$ cat config.mk
export PLATFORM = sky130hd
export DESIGN_NAME = mult_div_unit
export DESIGN_NICKNAME = d
export VERILOG_FILES = /design/src/rtl/mdu_pkg.sv /design/src/rtl/mdu_step.sv /design/src/rtl/mult_div_unit.sv
export SDC_FILE = /design/constraint.sdc
export NUM_CORES = 1
export LEC_CHECK = 0
export BUFFER_PORTS_ARGS = -buffer_cell sky130_fd_sc_hd__buf_4
export CAP_MARGIN = 20
export CORE_MARGIN = 1
export CORE_UTILIZATION = 50
export CTS_CLUSTER_SIZE = 28
export DETAILED_ROUTE_END_ITERATION = 12
export PLACE_DENSITY = 0.69
export SYNTH_ARGS = -nofsm -noshare
export SYNTH_HDL_FRONTEND = slang
export SYNTH_HIERARCHICAL = 1
export SYNTH_SLANG_ARGS = --single-unit
$ cat constraint.sdc
create_clock -name CLK -period 4.4 [get_ports CLK]
set_clock_uncertainty 0.2 [all_clocks]
set_input_delay 0 -clock CLK [delete_from_list [all_inputs] [get_ports CLK]]
set_output_delay 0 -clock CLK [all_outputs]
set_load 0.01 [all_outputs]
$ cat src/rtl/mdu_pkg.sv
// rtl/mdu_pkg.sv - shared encodings and constants for the multiply/divide unit
//
// Holds the operation encoding driven by the decoder, the controller state
// encoding, the iteration count and the quotient value returned on a zero
// divisor.
package mdu_pkg;

    typedef enum logic [1:0] {
        MDU_MULT  = 2'b00,
        MDU_MULTU = 2'b01,
        MDU_DIV   = 2'b10,
        MDU_DIVU  = 2'b11
    } mdu_op_t;

    typedef enum logic [1:0] {
        IDLE = 2'd0,
        RUN  = 2'd1,
        FIX  = 2'd2
    } mdu_state_t;

    localparam int          MDU_ITERS     = 32;
    localparam logic [31:0] MDU_DIVZERO_Q = 32'hFFFF_FFFF;

endpackage

$ cat src/rtl/mdu_step.sv
// rtl/mdu_step.sv - one combinational iteration of shift-add multiply or restoring divide
//
// Ports:
//   isDiv   in   select divide (1) or multiply (0) iteration
//   acc     in   2*WIDTH working register {upper, lower}
//   b       in   multiplicand / divisor magnitude
//   accNext out  working register after this iteration
//
// Multiply layout: upper = partial product, lower = remaining multiplier bits.
//   Add b to the upper half when the multiplier LSB is set, then shift the
//   whole (carry, upper, lower) chain right by one.
// Divide layout: upper = partial remainder, lower = dividend bits / quotient.
//   Shift left by one, trial-subtract b from the upper half; keep the
//   difference and shift in a 1 when there is no borrow.
module mdu_step #(
    parameter int WIDTH = 32
) (
    input  logic                 isDiv,
    input  logic [2*WIDTH-1:0]   acc,
    input  logic [WIDTH-1:0]     b,
    output logic [2*WIDTH-1:0]   accNext
);

    logic [WIDTH:0] sum;
    logic [WIDTH:0] shifted;
    logic [WIDTH:0] trial;

    always_comb begin
        sum     = {1'b0, acc[2*WIDTH-1:WIDTH]} + {1'b0, b};
        shifted = acc[2*WIDTH-1:WIDTH-1];
        trial   = shifted - {1'b0, b};
        accNext = acc;
        if (isDiv) begin
            // Partial remainder stays below b, so shifted < 2*b and the top
            // bit of the trial difference is a clean borrow indicator.
            if (!trial[WIDTH]) begin
                accNext = {trial[WIDTH-1:0], acc[WIDTH-2:0], 1'b1};
            end else begin
                accNext = {shifted[WIDTH-1:0], acc[WIDTH-2:0], 1'b0};
            end
        end else begin
            if (acc[0]) begin
                accNext = {sum, acc[WIDTH-1:1]};
            end else begin
                accNext = {1'b0, acc[2*WIDTH-1:WIDTH], acc[WIDTH-1:1]};
            end
        end
    end

endmodule

$ cat src/rtl/mult_div_unit.sv
// rtl/mult_div_unit.sv - iterative MIPS multiply/divide unit holding HI/LO
//
// Optional build macro: MDU_DIVZERO_FLAG_EN adds the sticky divZero output.
//
// Ports:
//   CLK        in   rising-edge clock
//   RST        in   synchronous active-high reset
//   start      in   launch op; only looked at in IDLE
//   op         in   MULT / MULTU / DIV / DIVU (mdu_pkg encoding)
//   operandA   in   rs value
//   operandB   in   rt value
//   writeHi    in   MTHI strobe (IDLE only)
//   writeLo    in   MTLO strobe (IDLE only)
//   writeData  in   MTHI/MTLO data
//   busy       out  high in RUN and FIX
//   done       out  one-cycle pulse when an operation updates HI/LO
//   hi         out  HI register (upper product / remainder)
//   lo         out  LO register (lower product / quotient)
//   divZero    out  (MDU_DIVZERO_FLAG_EN only) last divide had a zero divisor
//
// Operations run on magnitudes for 32 RUN cycles; signs are applied in FIX.
module mult_div_unit
    import mdu_pkg::*;
#(
    parameter int WIDTH = 32,
    parameter int CNT_W = 5
) (
    input  logic             CLK,
    input  logic             RST,
    input  logic             start,
    input  logic [1:0]       op,
    input  logic [WIDTH-1:0] operandA,
    input  logic [WIDTH-1:0] operandB,
    input  logic             writeHi,
    input  logic             writeLo,
    input  logic [WIDTH-1:0] writeData,
    output logic             busy,
    output logic             done,
    output logic [WIDTH-1:0] hi,
    output logic [WIDTH-1:0] lo
`ifdef MDU_DIVZERO_FLAG_EN
    ,
    output logic             divZero
`endif
);

    mdu_state_t state, state_n;

    logic [CNT_W-1:0]   cnt;
    logic [2*WIDTH-1:0] acc;
    logic [2*WIDTH-1:0] acc_next;
    logic [WIDTH-1:0]   b_mag;
    logic [WIDTH-1:0]   a_raw;
    logic               is_div_q;
    logic               neg_a;
    logic               neg_b;
    logic               dz;

    logic               accept;
    logic               op_div;
    logic               op_signed;
    logic [WIDTH-1:0]   a_mag;
    logic [WIDTH-1:0]   b_in_mag;
    logic [2*WIDTH-1:0] prod;
    logic [WIDTH-1:0]   quo;
    logic [WIDTH-1:0]   rem;
    logic [WIDTH-1:0]   fix_hi;
    logic [WIDTH-1:0]   fix_lo;

    mdu_step #(.WIDTH(WIDTH)) u_step (
        .isDiv   (is_div_q),
        .acc     (acc),
        .b       (b_mag),
        .accNext (acc_next)
    );

    // State register
    always_ff @(posedge CLK) begin
        if (RST) begin
            state <= IDLE;
        end else begin
            state <= state_n;
        end
    end

    // Next-state logic
    always_comb begin
        state_n = state;
        case (state)
            IDLE:    if (start) state_n = RUN;
            RUN:     if (cnt == CNT_W'(MDU_ITERS - 1)) state_n = FIX;
            FIX:     state_n = IDLE;
            default: state_n = IDLE;
        endcase
    end

    // FSM outputs
    always_comb begin
        busy = (state == RUN) || (state == FIX);
    end

    // Operand decode and magnitudes at launch
    always_comb begin
        accept    = start && (state == IDLE);
        op_div    = (op == MDU_DIV) || (op == MDU_DIVU);
        op_signed = (op == MDU_MULT) || (op == MDU_DIV);
        a_mag     = (op_signed && operandA[WIDTH-1]) ? -operandA : operandA;
        b_in_mag  = (op_signed && operandB[WIDTH-1]) ? -operandB : operandB;
    end

    // Sign correction applied in FIX
    always_comb begin
        prod = (neg_a ^ neg_b) ? -acc : acc;
        quo  = (neg_a ^ neg_b) ? -acc[WIDTH-1:0] : acc[WIDTH-1:0];
        rem  = neg_a ? -acc[2*WIDTH-1:WIDTH] : acc[2*WIDTH-1:WIDTH];
        if (!is_div_q) begin
            fix_hi = prod[2*WIDTH-1:WIDTH];
            fix_lo = prod[WIDTH-1:0];
        end else if (dz) begin
            // Zero divisor: the iterations still ran, but the answer is fixed.
            fix_hi = a_raw;
            fix_lo = MDU_DIVZERO_Q;
        end else begin
            fix_hi = rem;
            fix_lo = quo;
        end
    end

    // Datapath and HI/LO
    always_ff @(posedge CLK) begin
        if (RST) begin
            cnt      <= '0;
            acc      <= '0;
            b_mag    <= '0;
            a_raw    <= '0;
            is_div_q <= 1'b0;
            neg_a    <= 1'b0;
            neg_b    <= 1'b0;
            dz       <= 1'b0;
            hi       <= '0;
            lo       <= '0;
            done     <= 1'b0;
        end else begin
            done <= 1'b0;
            case (state)
                IDLE: begin
                    if (accept) begin
                        // Launch takes priority over a coincident MTHI/MTLO.
                        is_div_q <= op_div;
                        neg_a    <= op_signed && operandA[WIDTH-1];
                        neg_b    <= op_signed && operandB[WIDTH-1];
                        a_raw    <= operandA;
                        b_mag    <= b_in_mag;
                        acc      <= {{WIDTH{1'b0}}, a_mag};
                        cnt      <= '0;
                        dz       <= op_div && (operandB == '0);
                    end else begin
                        if (writeHi) hi <= writeData;
                        if (writeLo) lo <= writeData;
                    end
                end
                RUN: begin
                    acc <= acc_next;
                    cnt <= cnt + 1'b1;
                end
                FIX: begin
                    hi   <= fix_hi;
                    lo   <= fix_lo;
                    done <= 1'b1;
                end
                default: ;
            endcase
        end
    end

`ifdef MDU_DIVZERO_FLAG_EN
    logic dz_flag;

    always_ff @(posedge CLK) begin
        if (RST) begin
            dz_flag <= 1'b0;
        end else if (accept) begin
            dz_flag <= 1'b0;
        end else if ((state == IDLE) && (writeHi || writeLo)) begin
            dz_flag <= 1'b0;
        end else if ((state == FIX) && is_div_q && dz) begin
            dz_flag <= 1'b1;
        end
    end

    assign divZero = dz_flag;
`endif

endmodule

# Word level (Yosys, flattened, before mapping)
# Index checks and enable logic that the tools add are counted.
[op_classes]
n_bitwise = 1
eq_ne = 11
reduce_logical = 17
mux = 26
addsub = 8
[ops]
columns = ["operator", "count"]
rows = [
  ["32-bit 2-to-1 mux", 12],
  ["64-bit 2-to-1 mux", 5],
  ["32-bit negator", 4],
  ["32-bit case mux with 2 select lines", 2],
  ["64-bit case mux with 2 select lines", 1],
  ["64-bit negator", 1],
  ["32-bit by 32-bit adder with 33-bit output", 1],
  ["33-bit by 32-bit subtractor with 33-bit output", 1],
  ["32-bit logical NOT", 1],
  ["2-bit inequality test (second input constant)", 6],
  ["5-bit case mux with 2 select lines", 1],
  ["2-bit equality test (second input constant)", 3],
  ["2-bit AND reduction", 3],
  ["3-bit AND reduction", 2],
  ["5-bit by 1-bit adder with 5-bit output (second input constant)", 1],
  ["5-bit equality test (second input constant)", 1],
  ["5-bit 2-to-1 mux", 1],
  ["1-bit logical AND", 4],
  ["2-bit logical NOT", 2],
  ["2-bit 2-to-1 mux", 2],
  ["2-bit case mux with 2 select lines", 1],
  ["2-bit nonzero test", 2],
  ["1-bit logical OR", 3],
  ["2-bit by 1-bit equality test with 1-bit output (second input constant)", 1],
  ["other kinds (2)", 2],
]
[totals]
word_cells = 75
regBits = 204
in_bits = 103

# Depth between registers and ports, before layout
# Gate-level depths: netlist of run 1.
[depth]
word_depth = 6
ltp_mapped = 17
mapped_depth_nobuf = 15

# By module
# The synthesis of run 1 kept the hierarchy.
[by_module_without_submodules]
columns = ["module", "area_each_um2", "cells_each", "instances", "seq_area_each_um2"]
rows = [
  ["mult_div_unit", 12243.0, 1644, 1, 4083.9],
  ["mdu_step", 4720.8, 690, 1, 0.0],
]

# Least setup slack after synthesis of run 1
# Ideal clock, no wire load.
[synth_path]
kind = "reg2reg"
startpoint = "reg acc[31]"
endpoint = "reg acc[62]"
n_path_buf = 2
setup_ns = 0.128
t_required_ns = 4.072
slack_ns = 0.636
period_less_slack_ns = 3.764
stages_incl_launch_ff = 18
t_arrival_ns = 3.437
cell_sequence = "dfxtp_1 inv_1 ha_1 fa_1 nand2b_1 a21oi_1 a2111oi_0 o21a_1 nor3_2 o211ai_1 mux2i_1 and2_1 buf_4 buf_6 mux2i_1 a22oi_2 a22oi_1 nor2_1"
[synth_between]
elab_chain_len = 4
[synth_rtl]
columns = ["element", "line_no", "source"]
rows = [
  ["start: declaration", "mult_div_unit.sv:50", "logic [2*WIDTH-1:0] acc;"],
  ["start signal: assignment", "mult_div_unit.sv:154", "acc <= {{WIDTH{1'b0}}, a_mag};"],
  ["start signal: assignment", "mult_div_unit.sv:163", "acc <= acc_next;"],
  ["33-bit by 32-bit subtractor with 33-bit output", "mdu_step.sv:31", "trial = shifted - {1'b0, b};"],
  ["64-bit 2-to-1 mux", "mdu_step.sv:36", "if (!trial[WIDTH]) begin"],
  ["64-bit 2-to-1 mux", "mdu_step.sv:33", "if (isDiv) begin"],
  ["net acc_next[62]", "mult_div_unit.sv:51", "logic [2*WIDTH-1:0] acc_next;"],
  ["64-bit case mux with 2 select lines", "mult_div_unit.sv:145", "case (state)"],
]
# The timed path passes the listed nets, and every way through them passes these cells.
# A chain may end at the register's enable or synchronous reset.

# Final worst setup path of run 1
[layout_path]
startpoint = "reg b_mag[1]"
endpoint = "reg acc[62]"
[layout_between]
elab_chain_len = 4
word_cells_on_any_way = 6
[layout_rtl]
columns = ["element", "line_no", "source"]
rows = [
  ["start: declaration", "mult_div_unit.sv:52", "logic [WIDTH-1:0] b_mag;"],
  ["start signal: assignment", "mult_div_unit.sv:153", "b_mag <= b_in_mag;"],
  ["33-bit by 32-bit subtractor with 33-bit output / 32-bit by 32-bit adder with 33-bit output (equally long branches)", "mdu_step.sv:31, mdu_step.sv:29", ""],
  ["64-bit 2-to-1 mux, on equally long branches", "mdu_step.sv:36, mdu_step.sv:42", ""],
  ["64-bit 2-to-1 mux *", "mdu_step.sv:33", ""],
  ["net acc_next[62]", "mult_div_unit.sv:51", ""],
  ["64-bit case mux with 2 select lines *", "mult_div_unit.sv:145", ""],
]
# Mark *: on every way through the listed nets, which the timed path passes. The rest lies on a longest branch.

==> results.toml, run 1 <==
[grt]
grt_start_max_net_pins = 84
grt_usage_pct = 38.4
grt_overflow = 0
antenna_found_initial = 3
grt_pass1_vias = 18300
grt_pass1_wl_um = 103000

[clocking]
insertion_delay_ps = 540
cts_buffer_depth = 3
clock-sinks = 204
tritoncts = "built"
numCtsBuffers = 25
cts.clk_slew.worst_paths_ps = 60
htreeDepth = 1
clk_root_buffer_cell = "clkbuf_16"
cts_setup_buffers = 0

[sta]
timing.final.crit_share_pct = 93.6
final-hold-violation-count = 0
max_freq_mhz = 243
setup_tns_ps = 0
slew_headroom_pct = 18.4
rsz0062_at_grt = "no"
final_max_slew_viol_count = 0
worstMarginPinSlew_ps = 1210
finalSetupViolCount = 0
period_minus_slack_ps = 4120

[run]
cap_viol_max_count = 0

[power]
power_frac_clock_pct = 33.2
switching_power_uw = 2290
swShare_pct = 36.0
p_comb_share_pct = 33.2
pwr_density_cell_nw_per_um2 = 298
peakVddDrop_v = 0.000364
p_int_uw = 4070
cellLeakagePower_uw = 0.00873
power_uw = 6360
seqPwrFrac_pct = 33.6

[synthesis]
ys_seq_area_share_pct = 24.1
async_reset_ff_share_pct = 0
synth_cell_types = 95
syn_avg_cell_area_um2 = 7.27
yosys_warnings = 6
ys_ff_latch = 204
synth.net_count = 2512
synth.cell_area_um2 = 17000
synth_top_flop_cell = "dfxtp_1"
synth_edf_count = 0
synth_cells = 2334

[die]
die_w_um = 186
initial_core_util_pct = 50.7
core_area_um2 = 33400
die_y_um = 186
die_area_um2 = 34700
rows = 67
io_pins = 169

[setup_path]
cp_max_fo = 5
reg2reg_to = "acc[62]"
crit_type = "flip-flop to flip-flop"
crit_slowest_cell = "or4_1"
crit_path_end_kind = "flip-flop"
r2r-start = "b_mag[1]"
worst_ep_arrival_time_ps = 4390
crit_chain = "ha_1, a211o_1, a21oi_2, a2111oi_0, or4_1, a311o_1, a221o_1, a21o_1, a31oi_1, mux2_1, a22oi_2, a22oi_1, nor2_1"
reg2reg_depth = 13
start_kind = "flip-flop"
required_ps = 4670
cpPeakStageDelay_ps = 500
reg2reg_slack_ps = 280
worst_path_dominant_cell_family = "compound AO/OA/AOI/OAI gates"
cp.buffers_inverters = 0

[layout]
layout_common_cells = "285 x a21oi_1, 262 x nand2_1, 237 x buf_4"
area_growth_syn_to_layout_pct = 25.9
drive_above_1_share_pct = 13.6
final_common_cell = "a21oi_1"
n_antenna_cell = 0
final_nets = 2792

[routing]
routedWlPerCell_um = 22.0
first_iter_violations = 2496
antenna_left = 0
drc = 0
vias_per_cell = 6.47
firstDrtPassIters = 6
vias = 19900
drt_wl_total_um = 67800

[hold_path]
holdPathEnd = "b_mag[0]"
holdPathStages = 4
hold_path_startpoint = "operandB[0]"
hold_class = "input port to flip-flop"

[placement]
port_buffers = 168
dp_hpwl_um = 48600
place_congestion = 1.07

[outcome]
outcome = "complete, no violations"
metal layers:
metal  part of all wire [%]  vias up  GRT usage, %
met4                    4.4        2          16.6
li1                       -     9158             -
met5                  0.028        -             0
met2                     44     1177          59.0
met3                     10      231          7.40
met1                     42     9364          52.1
power groups by stage:
stage | logic (uW) | registers [uW] | clock network (uW)
floorplan | 1270 | 2120 | 0
CTS | 2030 | 2130 | 2140
global placement | 1860 | 2160 | 0
finish | 2110 | 2140 | 2110
global route | 2270 | 2150 | 2190
detailed placement | 1880 | 2170 | 0
cell usage after synthesis (all sizes together) (7+ instances only):
library cell	n	share of area, %
mux2	30	2.0
a22oi	41	1.8
and2	11	0.41
o211ai	25	1.1
inv	76	1.7
or2	13	0.48
dfxtp	204	24
a31oi	53	2.0
ha	73	5.4
nand4	13	0.48
mux2i	34	2.0
a21boi	7	0.31
a211o	9	0.46
and3	14	0.52
nand3	54	1.6
nor2	190	4.2
o41ai	13	0.67
nand2b	26	0.96
nor2b	37	1.4
o21a	17	0.76
a41oi	8	0.41
clkbuf	139	3.1
a2111oi	8	0.41
or3	29	1.1
o221ai	28	1.4
a21o	26	1.2
buf	27	0.82
a211oi	48	2.1
o21ai	137	4.1
o31ai	16	0.71
a21oi	288	8.5
nand2	262	5.8
nor4	21	0.86
nor3	60	1.9
xnor2	91	4.7
xor2	64	3.3
a311oi	15	0.77
or4	27	1.3
state kept, by name, summed over array words and instances, names as in the netlist:
register / cells
acc: 64
a_raw: 32
b_mag: 32
hi: 32
lo: 32
cnt: 5
state: 2
done: 1
dz: 1
is_div_q: 1
neg_a: 1
neg_b: 1
repair_timing:
action / CTS / global route
hold endpoints to repair: 193 / 0
gates resized for setup: 0 / 2
hold buffers: 179 / 0
setup endpoints to repair: 0 / 20
worst min-delay path, cell delays in order:
cell           delay (ps)
dlygate4sd3_1         530
buf_4                 160
nand2_1                50
a21oi_1                50
cell type report:
| type | count | area (um^2) |
|---|---|---|
| fill | 2934 | 12100 |
| multi-input combinational | 1886 | 12000 |
| sequential | 204 | 4090 |
| timing repair buffer | 419 | 3620 |
| clock buffer | 34 | 709 |
| tap | 448 | 561 |
| inverter | 78 | 293 |
| clock inverter | 11 | 114 |
cells by family (layout without fill, tap and decap cells):
logic type               Yosys count  count (layout)  synth area share (%)
flip-flops                       204             204                  24.1
adder cells (fa/ha/maj)           75              75                  5.62
multiplexers                      64              64                  4.00
XOR/XNOR                         155             155                  8.00
AO/OA/AOI/OAI                    801             801                  30.0
AND/OR/NAND/NOR                  791             791                  22.7
buffers and inverters            244             542                  5.62
stage by stage:
step | area (um^2) | hold slack (ps) | cells | utilization [%] | worst slack, ps
final | 21400 | 109 | 3080 | 63.9 | 283
after global routing | 21400 | 135 | 3080 | 63.9 | 59.1
after CTS | 21300 | 87.4 | 3079 | 63.8 | 267
after detailed placement | 18700 | 82.1 | 2855 | 56.0 | 289
after global placement | 18700 | 77.0 | 2855 | 56.0 | 409
after floorplan | 17000 | -64.0 | 2334 | - | 636
how the worst max path moves through the flow:
stage	from	endpoint	slack, ps	cells past startpoint
floorplan	acc[31]	acc[62]	640	17
global placement	b_mag[3]	acc[36]	410	15
detailed placement	acc[31]	acc[36]	290	16
CTS	acc[31]	acc[36]	270	16
global route	acc[31]	acc[36]	60	16
finish	b_mag[1]	acc[62]	280	13
Note: power is estimated with default switching activity, not from simulation.
==> run 2, diff against run 1 <==
--- a/config.mk
+++ b/config.mk
@@ -5,13 +5,14 @@
 export SDC_FILE = /design/constraint.sdc
 export NUM_CORES = 1
 export LEC_CHECK = 0
+export ABC_AREA = 1
 export BUFFER_PORTS_ARGS = -buffer_cell sky130_fd_sc_hd__buf_4
 export CAP_MARGIN = 20
-export CORE_MARGIN = 1
 export CORE_UTILIZATION = 50
 export CTS_CLUSTER_SIZE = 28
 export DETAILED_ROUTE_END_ITERATION = 12
 export PLACE_DENSITY = 0.69
+export SLEW_MARGIN = 10
 export SYNTH_ARGS = -nofsm -noshare
 export SYNTH_HDL_FRONTEND = slang
 export SYNTH_HIERARCHICAL = 1
==> run 2 against run 1 <==
  * Total power grew 31%
  * Die area grew 14%
  * Non-clock buffer count shrank 31
  * Fmax grew 1.6%
  * Critical path type unchanged
  * Largest cell class unchanged
  * Largest power group is now combinational cells
  * Highest routed layer unchanged
==> results.toml, run 2 <==
[outcome]
outcome = "complete, no violations"

[setup_path]
reg2reg_slack_ps = 350
cp_max_fo = 33
start_kind = "flip-flop"
crit_path_end_kind = "flip-flop"
worst_ep_arrival_time_ps = 4360
crit_type = "flip-flop to flip-flop"
required_ps = 4710

[layout]
fin_cells = 4289
fillers = 3571
area_growth_syn_to_layout_pct = 22.0
drive_above_1_share_pct = 8.39
largest-register = "acc"
design_area_um2 = 23500
final_common_cell = "nand2_1"
layout_common_cells = "1025 x nand2_1, 420 x inv_1, 394 x nor2_1"
final_nets = 3936
largest_reg_flops = 64
register_area_um2 = 4090
multiInputGateArea_um2 = 13000

[sta]
period_minus_slack_ps = 4050
rsz0062_at_grt = "no"
finalSetupViolCount = 0
slew_headroom_pct = 28.4
final-hold-violation-count = 0
max_freq_mhz = 247
worstMarginPinSlew_ps = 1070
setup_ws_ps = 346
setup_tns_ps = 0
timing.final.crit_share_pct = 92.1
final_max_slew_viol_count = 0

[die]
die_y_um = 198
io_pins = 169
rows = 71
die_w_um = 198
die_area_um2 = 39400
initial_core_util_pct = 51.0
core_area_um2 = 37800

[synthesis]
synth.net_count = 3667
synth_edf_count = 0
synth_top_flop_cell = "dfxtp_1"
synth_common_cells = "1026 x nand2_1, 421 x inv_1, 395 x nor2_1, 367 x a21oi_1, 296 x o21ai_0"
ys_ff_latch = 204
synth.cell_area_um2 = 19300
synth_cells = 3489
ys_seq_area_share_pct = 21.2
netlist_top_cells_area = "dfxtp_1 21%, nand2_1 20%, a21oi_1 9.5%, inv_1 8.2%, nor2_1 7.7%"
synth_cell_types = 56
syn_avg_cell_area_um2 = 5.53
yosys_warnings = 6
yosysTopAreaCell = "dfxtp_1"
yosysMostFrequentCell = "nand2_1"
async_reset_ff_share_pct = 0
synth_top_area_share_pct = 21.2

[placement]
port_buffers = 168
place_ws_ps = 1020
place_congestion = 1.05
dp.cells = 4061
postPlaceCellArea_um2 = 20900
dp_hpwl_um = 64700

[run]
cap_viol_max_count = 0

[clocking]
hold_buffers = 181
htreeDepth = 1
numCtsBuffers = 25
cts_setup_buffers = 0
tritoncts = "built"
cts_buffer_depth = 3
ctsResizeCount = 0
clock-sinks = 204
clk_root_buffer_cell = "clkbuf_16"
insertion_delay_ps = 570
cts.clk_slew.worst_paths_ps = 70

[power]
peakVddDrop_v = 0.000320
cellLeakagePower_uw = 0.0118
pwr_density_cell_nw_per_um2 = 353

[grt]
grt_pass1_vias = 22700
grt_usage_pct = 43.3
antenna_found_initial = 4
grt_overflow = 0
grt_start_max_net_pins = 81
grt_pass1_wl_um = 131000

[routing]
antenna_left = 0
drc = 0
vias_per_cell = 5.93
vias = 25500
firstDrtPassIters = 9
first_iter_violations = 3769
routedWlPerCell_um = 20.5
drt_wl_total_um = 88000

[hold_path]
hold_class = "input port to flip-flop"
run 2: cell types whose count changed after synthesis, sizes merged, moves of 34 or more:
cell    delta
nand2    +782
inv      +359
nand3    +217
nor2     +215
o21ai    +183
a21oi     +85
xnor2     -70
a211oi    -46
a31oi     -46
a22oi     -39
nor2b     -37
clkbuf    -36
mux2i     -34
run 2: layout make-up:
cell class	instances	share of cell area [%]
Sequential cell	204	17.4
Tap cell	511	2.72
Timing Repair Buffer	388	14.3
Clock inverter	13	0.654
Antenna cell	1	0.0106
Inverter	438	6.98
Clock buffer	33	2.95
Multi-Input combinational cell	2701	55.0
run 2: per-layer routing:
metal | wire [um] | track usage [%] | part of all wire [%] | vias to the layer above
met4 | 3560 | 15.3 | 4.0 | 4
li1 | - | - | - | 11800
met2 | 35100 | 62.4 | 40 | 1832
met1 | 36900 | 61.8 | 42 | 11600
met3 | 12400 | 10.7 | 14 | 272
met5 | 27 | 0 | 0.031 | -
run 2: worst max-delay path: stages, from the launching register on:
cell and delay [ps]:
dfxtp_1 430, inv_1 120, ha_1 230, fa_1 410, inv_1 70, nand2_1 50
nand2_1 130, nand3_1 110, nand2_2 170, nand2_1 90, nand2_2 90, nand2_2 70
nand2_2 70, nand2_2 60, nand2_4 330, nand2_1 190, nand2_1 100, nand2_1 200
a31oi_1 270, dlygate4sd3_1 570
run 2: cell families (layout without fill, tap and decap cells):
group / count (synthesis) / after routing / synth area share, %
buf+inv: 584 / 872 / 11.8
other cells: 0 / 1 / 0
flops: 204 / 204 / 21.2
fa+ha+maj: 75 / 75 / 4.94
simple gates: 1803 / 1803 / 38.4
xor+xnor: 66 / 66 / 2.99
compound gates: 757 / 757 / 20.7
run 2: final timing paths:
check	start	endpoint	cells past startpoint
hold reg to reg	a_raw[9]	a_raw[9]	2
setup reg to reg	acc[31]	acc[0]	19
setup / recovery	acc[31]	acc[0]	19
hold / removal	writeData[8]	hi[8]	4
run 2: stage by stage:
stage / total power (uW) / hold slack (ps) / util (%)
6_report: 8310 / 127 / 62.2
5_1_grt: 8670 / 144 / 62.2
4_1_cts: 8080 / 99.3 / 62.2
3_5_place_dp: 5770 / 101 / 55.2
3_3_place_gp: 5730 / 97.1 / 55.2
2_1_floorplan: 4560 / -39.1 / -
run 2: report_power, final:
part | switching (uW) | leakage, uW | internal, uW
sequential | 278 | 0.00168 | 2060
clock | 910 | 0.000413 | 1250
combinational | 2580 | 0.00967 | 1230
